==> src/rtl/axi_sram_bridge_pkg.sv <==
// axi_sram_bridge_pkg: bridge FSM states, AXI IDs and the latched request record
package axi_sram_bridge_pkg;
  typedef enum logic [2:0] {BR_IDLE, BR_AR, BR_R, BR_W, BR_B} br_state_e;
  localparam logic [3:0] AXI_ID_INST = 4'd0;
  localparam logic [3:0] AXI_ID_DATA = 4'd1;
  typedef struct packed {
    logic        owner;
    logic        wr;
    logic [1:0]  size;
    logic [3:0]  wstrb;
    logic [31:0] addr;
    logic [31:0] wdata;
  } br_req_t;
endpackage

==> src/rtl/axi_sram_bridge.sv <==
// axi_sram_bridge: single-outstanding inst/data SRAM-to-AXI bridge; BRIDGE_EARLY_WACK_EN acks writes once AW and W are both done
module axi_sram_bridge
  import axi_sram_bridge_pkg::*;
(
  input  logic        clk,
  input  logic        reset,
  input  logic        inst_sram_req,
  input  logic        inst_sram_wr,
  input  logic [1:0]  inst_sram_size,
  input  logic [3:0]  inst_sram_wstrb,
  input  logic [31:0] inst_sram_addr,
  input  logic [31:0] inst_sram_wdata,
  output logic        inst_sram_addr_ok,
  output logic        inst_sram_data_ok,
  output logic [31:0] inst_sram_rdata,
  input  logic        data_sram_req,
  input  logic        data_sram_wr,
  input  logic [1:0]  data_sram_size,
  input  logic [3:0]  data_sram_wstrb,
  input  logic [31:0] data_sram_addr,
  input  logic [31:0] data_sram_wdata,
  output logic        data_sram_addr_ok,
  output logic        data_sram_data_ok,
  output logic [31:0] data_sram_rdata,
  output logic [3:0]  arid,
  output logic [31:0] araddr,
  output logic [7:0]  arlen,
  output logic [2:0]  arsize,
  output logic [1:0]  arburst,
  output logic [1:0]  arlock,
  output logic [3:0]  arcache,
  output logic [2:0]  arprot,
  output logic        arvalid,
  input  logic        arready,
  input  logic [3:0]  rid,
  input  logic [31:0] rdata,
  input  logic [1:0]  rresp,
  input  logic        rlast,
  input  logic        rvalid,
  output logic        rready,
  output logic [3:0]  awid,
  output logic [31:0] awaddr,
  output logic [7:0]  awlen,
  output logic [2:0]  awsize,
  output logic [1:0]  awburst,
  output logic [1:0]  awlock,
  output logic [3:0]  awcache,
  output logic [2:0]  awprot,
  output logic        awvalid,
  input  logic        awready,
  output logic [3:0]  wid,
  output logic [31:0] wdata,
  output logic [3:0]  wstrb,
  output logic        wlast,
  output logic        wvalid,
  input  logic        wready,
  input  logic [3:0]  bid,
  input  logic [1:0]  bresp,
  input  logic        bvalid,
  output logic        bready
);
  br_state_e state_q, state_d;
  br_req_t req_q, req_d;
  logic aw_done_q, aw_done_d, w_done_q, w_done_d, ack;
  logic unused_resp;
  assign unused_resp = ^{rid, rresp, rlast, bid, bresp};
  assign araddr = req_q.addr;
  assign awaddr = req_q.addr;
  assign arid = req_q.owner ? AXI_ID_DATA : AXI_ID_INST;
  assign awid = AXI_ID_DATA;
  assign wid = AXI_ID_DATA;
  assign arsize = {1'b0, req_q.size};
  assign awsize = {1'b0, req_q.size};
  assign wdata = req_q.wdata;
  assign wstrb = req_q.wstrb;
  assign arlen = '0;
  assign awlen = '0;
  assign arburst = 2'b01;
  assign awburst = 2'b01;
  assign arlock = '0;
  assign awlock = '0;
  assign arcache = '0;
  assign awcache = '0;
  assign arprot = '0;
  assign awprot = '0;
  assign wlast = 1'b1;
  assign inst_sram_rdata = rdata;
  assign data_sram_rdata = rdata;
  assign inst_sram_data_ok = ack & ~req_q.owner;
  assign data_sram_data_ok = ack & req_q.owner;
  // arbitration, request latch and one-transaction AXI sequencing
  always_comb begin
    state_d = state_q;
    req_d = req_q;
    aw_done_d = aw_done_q;
    w_done_d = w_done_q;
    inst_sram_addr_ok = 1'b0;
    data_sram_addr_ok = 1'b0;
    arvalid = 1'b0;
    rready = 1'b0;
    awvalid = 1'b0;
    wvalid = 1'b0;
    bready = 1'b0;
    ack = 1'b0;
    case (state_q)
      BR_IDLE: if (!reset && (data_sram_req || inst_sram_req)) begin
        data_sram_addr_ok = data_sram_req;
        inst_sram_addr_ok = ~data_sram_req;
        req_d = data_sram_req
          ? '{1'b1, data_sram_wr, data_sram_size, data_sram_wstrb, data_sram_addr, data_sram_wdata}
          : '{1'b0, inst_sram_wr, inst_sram_size, inst_sram_wstrb, inst_sram_addr, inst_sram_wdata};
        state_d = req_d.wr ? BR_W : BR_AR;
        aw_done_d = 1'b0;
        w_done_d = 1'b0;
      end
      BR_AR: begin
        arvalid = 1'b1;
        state_d = arready ? BR_R : BR_AR;
      end
      BR_R: begin
        rready = 1'b1;
        ack = rvalid;
        state_d = rvalid ? BR_IDLE : BR_R;
      end
      BR_W: begin
        awvalid = ~aw_done_q;
        wvalid = ~w_done_q;
        aw_done_d = aw_done_q | awready;
        w_done_d = w_done_q | wready;
        state_d = (aw_done_d && w_done_d) ? BR_B : BR_W;
`ifdef BRIDGE_EARLY_WACK_EN
        ack = aw_done_d & w_done_d;
`endif
      end
      BR_B: begin
        bready = 1'b1;
        state_d = bvalid ? BR_IDLE : BR_B;
`ifndef BRIDGE_EARLY_WACK_EN
        ack = bvalid;
`endif
      end
      default: state_d = BR_IDLE;
    endcase
  end
  // state, request latch and AW/W completion flags
  always_ff @(posedge clk) begin
    if (reset) begin
      state_q <= BR_IDLE;
      req_q <= '0;
      aw_done_q <= 1'b0;
      w_done_q <= 1'b0;
    end else begin
      state_q <= state_d;
      req_q <= req_d;
      aw_done_q <= aw_done_d;
      w_done_q <= w_done_d;
    end
  end
endmodule

==> config.mk <==
export PLATFORM = sky130hd
export DESIGN_NAME = axi_sram_bridge
export DESIGN_NICKNAME = d
export VERILOG_FILES = /design/src/rtl/axi_sram_bridge_pkg.sv /design/src/rtl/axi_sram_bridge.sv
export SDC_FILE = /design/constraint.sdc
export NUM_CORES = 1
export LEC_CHECK = 0
export CAP_MARGIN = 10
export CORE_AREA = 2 2 166 168
export CTS_CLUSTER_SIZE = 20
export DETAILED_ROUTE_END_ITERATION = 6
export DIE_AREA = 0 0 168 170
export MAX_ROUTING_LAYER = met4
export PLACE_DENSITY = 0.63
export SETUP_SLACK_MARGIN = 0.4
export SLEW_MARGIN = 30
export SYNTH_ARGS = -nofsm -noshare
export SYNTH_HDL_FRONTEND = slang
export SYNTH_SLANG_ARGS = --single-unit
export TNS_END_PERCENT = 5
==> constraint.sdc <==
create_clock -name clk -period 1.85 [get_ports clk]
set_input_delay 0.37 -clock clk [delete_from_list [all_inputs] [get_ports clk]]
set_output_delay 0.37 -clock clk [all_outputs]
set_load 0.1 [all_outputs]
==> results of run 1 <==
state kept, by name (all words and copies together), names as in the netlist:
register and count:
w_done_q 1, araddr 32, wdata 32, req_q 1, aw_done_q 1, state_q 3
arsize 2, wstrb 4
area by class of cell:
cell class | count | area [µm²] | share of cell area
Antenna cell | 1 | 2.50 | 0.000295
Clock inverter | 5 | 85.1 | 0.0100
Clock buffer | 11 | 233 | 0.0274
Sequential cell | 76 | 1540 | 0.181
Multi-Input combinational cell | 302 | 2420 | 0.286
Tap cell | 341 | 427 | 0.0503
Timing Repair Buffer | 289 | 3760 | 0.444
Inverter | 3 | 11.3 | 0.00133
per-stage QoR:
stage,power (mW),util
6_report,9.28,0.318
5_1_grt,9.65,0.318
4_1_cts,9.38,0.315
3_5_place_dp,7.31,0.301
3_3_place_gp,7.29,0.301
2_1_floorplan,6.42,-
where the power goes:
part	total, mW	switching, mW	internal (mW)
Sequential	2.14	0.287	1.86
Combinational	5.18	3.49	1.69
Clock	1.96	0.769	1.19
cell families after synthesis:
logic type      Yosys count  synth area share
compound gates          115             0.195
mux                      29            0.0571
buf+inv                 198             0.290
other cells               2           0.00147
simple gates            106             0.158
flops                    76             0.298
synthesized netlist by cell type (2+ instances only):
library cell | count | area share
clkbuf_1 | 12 | 0.0088
a22oi_1 | 2 | 0.0029
a221o_1 | 42 | 0.082
buf_12 | 2 | 0.0078
mux2i_1 | 28 | 0.055
dfxtp_1 | 76 | 0.30
nor2_1 | 5 | 0.0037
a211oi_2 | 20 | 0.049
buf_4 | 156 | 0.23
and2b_1 | 15 | 0.022
o21ai_0 | 3 | 0.0029
and4_1 | 42 | 0.072
nand2_1 | 2 | 0.0015
nand3b_1 | 3 | 0.0044
nor3b_1 | 3 | 0.0044
a211oi_1 | 8 | 0.012
buf_2 | 11 | 0.011
a21oi_1 | 33 | 0.032
inv_1 | 3 | 0.0022
buf_6 | 14 | 0.031
nor2b_1 | 28 | 0.034
conb_1 | 2 | 0.0015
worst max-delay path by stage:
stage,cells past startpoint,from,end
after floorplan,6,data_sram_req,inst_sram_addr_ok
after global placement,5,bvalid,data_sram_data_ok
after detailed placement,5,inst_sram_req,araddr[13]$_SDFFE_PP0P_
after CTS,4,state_q[2]$_SDFFE_PP0P_,awvalid
after global routing,4,state_q[2]$_SDFFE_PP0P_,awvalid
final,5,rvalid,inst_sram_data_ok
routing by layer:
| metal | wire, µm | global-route usage | vias to the layer above | part of all wire |
|---|---|---|---|---|
| met4 | 556 | 0.0491 | 0 | 0.033 |
| met2 | 7850 | 0.190 | 242 | 0.46 |
| met5 | 0 | - | - | 0 |
| li1 | - | - | 2016 | - |
| met3 | 1660 | 0.0426 | 44 | 0.098 |
| met1 | 6850 | 0.130 | 1996 | 0.40 |
worst max-delay path, stage by stage:
cell             delay [ns]
clkdlybuf4s50_1        0.49
nand3b_1               0.10
a21oi_2                0.17
nor2b_4                0.18
buf_12                 0.18
timing repair:
| action | 4_1_cts | 5_1_grt |
|---|---|---|
| pin swaps | 7 | 38 |
| resized for setup | 9 | 16 |
| buffers inserted | 5 | 1 |
| endpoints found under the setup margin | 82 | 84 |
==> impl_metrics.csv, run 1 <==
group,metric,value,unit
routing,num_vias,4298,
final_layout,layout.nets,877,
setup_path,cp.required,1.48,ns
timing,maxSlewHeadroom,0.408,
synthesis,synth_edf_count,0,
routing,drc_errors,0,
timing,fin_setup_tns,-0.00364,ns
floorplanning,die_x,168,µm
routing,detail_route.first_pass.iterations,4,
synthesis,synth-async-reset-ratio,0,
global_route,grt_max_degree,44,
timing,tightest_slew,0.888,ns
clocking,ctsHoldBuffers,0,
placement,dp.cells,1005,
floorplanning,coreArea,26700,µm²
setup_path,r2r_end,"araddr[13]$_SDFFE_PP0P_",
timing,rsz0062_at_grt,"true",
global_route,grt_pass1_vias,4257,
timing,period_needed,1.85,ns
synthesis,syn_area,5100,µm²
timing,slew_violations,0,
synthesis,syn_avg_cell_area,9.70,µm²
clocking,cts_made_buffers,9,
routing,drt_iter0_drc,182,
timing,hold_slack,0.388,ns
setup_path,critical_path_class,"in -> out",
floorplanning,die_h,170,µm
final_layout,drive_above_1_share,0.303,
placement,finalWeightedCongestion,0.774,
pwr,ir_drop,412,µV
clocking,cts.sinks,76,
final_layout,fillers,2693,
clocking,clk_pin_slew_worst_paths,0.07,ns
routing,drtAntennaViolNets,0,
clocking,clockBufferDepth,2,
synthesis,yosysUniqueCellTypes,38,
timing,fin_crit_sh,1.00,
hold_path,worstHoldEndpoint,"state_q[2]$_SDFFE_PP0P_",
setup_path,r2r_start,"state_q[0]$_SDFFE_PP0P_",
final_layout,layout_commonest_cell,"clkdlybuf4s50_1",
setup_path,endpoint_kind,"primary output",
routing,drt_wl_total,16.9,mm
final_layout,final_cell_mix,"clkdlybuf4s50_1 (146), buf_12 (97), dfxtp_1 (70)",
synthesis,synthFlopType,"dfxtp_1",
placement,placed_area,8030,µm²
placement,portBuffers,264,
setup_path,critPathArrivalTime,1.48,ns
clocking,htree_num_levels,3,
pwr,leakage,3.41,nW
placement,place_ws,-0.0407,ns
floorplanning,start_util,0.191,
hold_path,hold_path.class,"in -> reg",
hold_path,hp-start,"bvalid",
clocking,root_buffer,"clkbuf_16",
timing,clock_skew,0.0110,ns
floorplanning,io_pins,426,
global_route,grt_overflow,0,
status,violations,"setup timing",
routing,wl_per_cell,16.4,µm
timing,report.final.setup_viol,1,
hold_path,hold_depth,4,
synthesis,yosysSeqAreaShare,0.298,
clocking,clk-insertion-delay-late,0.34,ns
setup_path,rr_worst_depth,3,
setup_path,cp-start-kind,"input pin",
run,cap_viol_max_count,0,
synthesis,synthCells,526,
clocking,cts_tree,"yes",
global_route,antenna_found_initial,1,
timing,setup_slack,-0.00364,ns
final_layout,stdcell_count,1028,
routing,via_per_inst,4.18,
final_layout,syn_to_final_growth,66.2,%
final_layout,final_area,8480,µm²
timing,fmax,539,MHz
pwr,powerDensity,1090,nW/µm²
global_route,grtUsageTotal,0.117,
status,status,"finished with violations",
setup_path,rrSetupSlack,0.24,ns
timing,hold_violations,0,
floorplanning,die-area,28600,µm²
synthesis,synth_warnings,0,
setup_path,cp_max_fo,2,
synthesis,ys_ff_latch,76,
floorplanning,rows,60,
placement,dpl.hpwl,12.9,mm
global_route,grt_pass1_wl,24.8,mm
Note: power is estimated with default switching activity, not from simulation.
==> inputs of run 2 (changes only) <==
--- a/config.mk
+++ b/config.mk
@@ -7,6 +7,7 @@
 export LEC_CHECK = 0
 export CAP_MARGIN = 10
 export CORE_AREA = 2 2 166 168
+export CTS_BUF_LIST = sky130_fd_sc_hd__clkbuf_8 sky130_fd_sc_hd__clkbuf_16
 export CTS_CLUSTER_SIZE = 20
 export DETAILED_ROUTE_END_ITERATION = 6
 export DIE_AREA = 0 0 168 170
==> impl_metrics.csv, run 2 (synthesized netlist as in run 1, its figures left out) <==
group,metric,value,unit
setup_path,cp_max_fo,2,
pwr,p_switching,4.55,mW
setup_path,path_cells,"clkdlybuf4s50_1, nand3b_1, a21oi_2, nor2b_4, buf_12",
status,violations,"setup timing",
routing,drt_iter0_drc,166,
setup_path,slowest_delay,0.49,ns
pwr,p_seq_frac,0.231,
setup_path,endpoint_kind,"primary output",
timing,slew_violations,0,
routing,detail_route.first_pass.iterations,4,
pwr,p_clk_frac,0.211,
pwr,ir_drop,412,µV
setup_path,cp-start-kind,"input pin",
timing,hold_violations,0,
setup_path,critPathBufInv,2,
setup_path,critical_path_class,"in -> out",
pwr,leakage,3.42,nW
final_layout,fillers,2693,
pwr,p_comb_frac,0.559,
routing,via_per_inst,4.17,
final_layout,final_cell_mix,"clkdlybuf4s50_1 (146), buf_12 (97), dfxtp_1 (70)",
floorplanning,rows,60,
clocking,cts_made_buffers,9,
pwr,intPower,4.73,mW
setup_path,critPathArrivalTime,1.48,ns
floorplanning,die_x,168,µm
clocking,clk_pin_slew_worst_paths,0.07,ns
routing,drtAntennaViolNets,0,
clocking,htree_num_levels,3,
timing,fin_setup_tns,-0.00153,ns
timing,clock_skew,0.0112,ns
global_route,grt_pass1_vias,4293,
final_layout,syn_to_final_growth,66.2,%
floorplanning,die-area,28600,µm²
timing,fmax,540,MHz
final_layout,layout_commonest_cell,"clkdlybuf4s50_1",
setup_path,critPathTopFamily,"buffers and inverters",
timing,setup_slack,-0.00153,ns
global_route,grt_max_degree,44,
final_layout,stdcell_count,1028,
placement,finalWeightedCongestion,0.774,
final_layout,multi_input_area,2420,µm²
status,status,"finished with violations",
timing,report.final.setup_viol,1,
routing,num_vias,4286,
clocking,cts.sinks,76,
timing,rsz0062_at_grt,"true",
routing,drt_wl_total,16.9,mm
clocking,ctsHoldBuffers,0,
timing,period_needed,1.85,ns
final_layout,final-seq-area,1540,µm²
clocking,clockBufferDepth,2,
floorplanning,coreArea,26700,µm²
final_layout,postLayoutCoreUtil,0.318,
pwr,total_power,9.28,mW
global_route,grt_pass1_wl,25.0,mm
global_route,antenna_found_initial,1,
floorplanning,die_h,170,µm
placement,dpl.hpwl,12.9,mm
routing,wl_per_cell,16.4,µm
setup_path,cp.required,1.48,ns
run,cap_viol_max_count,0,
clocking,clk-insertion-delay-late,0.34,ns
final_layout,layout.nets,877,
clocking,root_buffer,"clkbuf_16",
floorplanning,start_util,0.191,
clocking,cts_tree,"yes",
global_route,grtUsageTotal,0.117,
setup_path,slowest_stage,"clkdlybuf4s50_1",
hold_path,hold_path.class,"in -> reg",
routing,drc_errors,0,
global_route,grt_overflow,0,
pwr,powerDensity,1090,nW/µm²
final_layout,drive_above_1_share,0.303,
timing,tightest_slew,0.894,ns
pwr,p_sw_frac,0.490,
timing,fin_crit_sh,1.00,
placement,portBuffers,264,
placement,dp.cells,1005,
timing,maxSlewHeadroom,0.403,
floorplanning,io_pins,426,
-- run 2: final timing paths --
kind | cells after the start | slack (ns) | startpoint | endpoint
worst max register to register | 3 | 0.22 | state_q[0]$_SDFFE_PP0P_ | araddr[13]$_SDFFE_PP0P_
worst min-delay path | 4 | 0.39 | bvalid | state_q[2]$_SDFFE_PP0P_
worst min register to register | 2 | 0.53 | aw_done_q$_SDFFE_PP0P_ | aw_done_q$_SDFFE_PP0P_
worst max-delay path | 5 | -0.002 | rvalid | inst_sram_data_ok
-- run 2: repair_timing --
action	4_1_cts	5_1_grt
resized for setup	21	4
setup endpoints to repair	82	82
buffers inserted	5	1
pin swaps	36	38
-- run 2: final cells by class --
cell class | instances | area share
inverter | 3 | 0.00133
sequential | 76 | 0.181
tap | 341 | 0.0503
timing repair buffer | 289 | 0.444
clock inverter | 7 | 0.0109
clock buffer | 9 | 0.0266
antenna | 1 | 0.000295
multi-input combinational | 302 | 0.286
-- run 2: power groups by stage --
| stage | sequential, mW | clock, mW | combinational, mW |
|---|---|---|---|
| finish | 2.14 | 1.95 | 5.18 |
| detailed placement | 2.18 | 0 | 5.13 |
| CTS | 2.15 | 2.06 | 5.20 |
| global route | 2.18 | 2.13 | 5.33 |
| floorplan | 3.47 | 0 | 2.96 |
| global placement | 2.17 | 0 | 5.12 |
-- run 2: stage by stage --
stage	setup WS, ns	area [µm²]	hold WS [ns]
floorplan	0.0456	5390	0.501
global placement	-0.0403	8030	0.527
detailed placement	-0.0407	8030	0.525
CTS	-0.0432	8460	0.415
global route	-0.0716	8480	0.412
finish	-0.00153	8480	0.388
-- run 2: worst reg2reg max path, delay by kind of cell, from the launching register on --
family	cells	cell delay (ns)
and+or+nand+nor	2	0.95
AOI/OAI and AO/OA	1	0.17
DFF	1	0.36
-- run 2: routing by layer --
layer	vias up	wire length, µm	GRT usage
met5	-	0	-
met4	0	558	0.0526
met3	43	1610	0.0430
met2	238	7880	0.190
met1	1991	6850	0.130
li1	2014	-	-
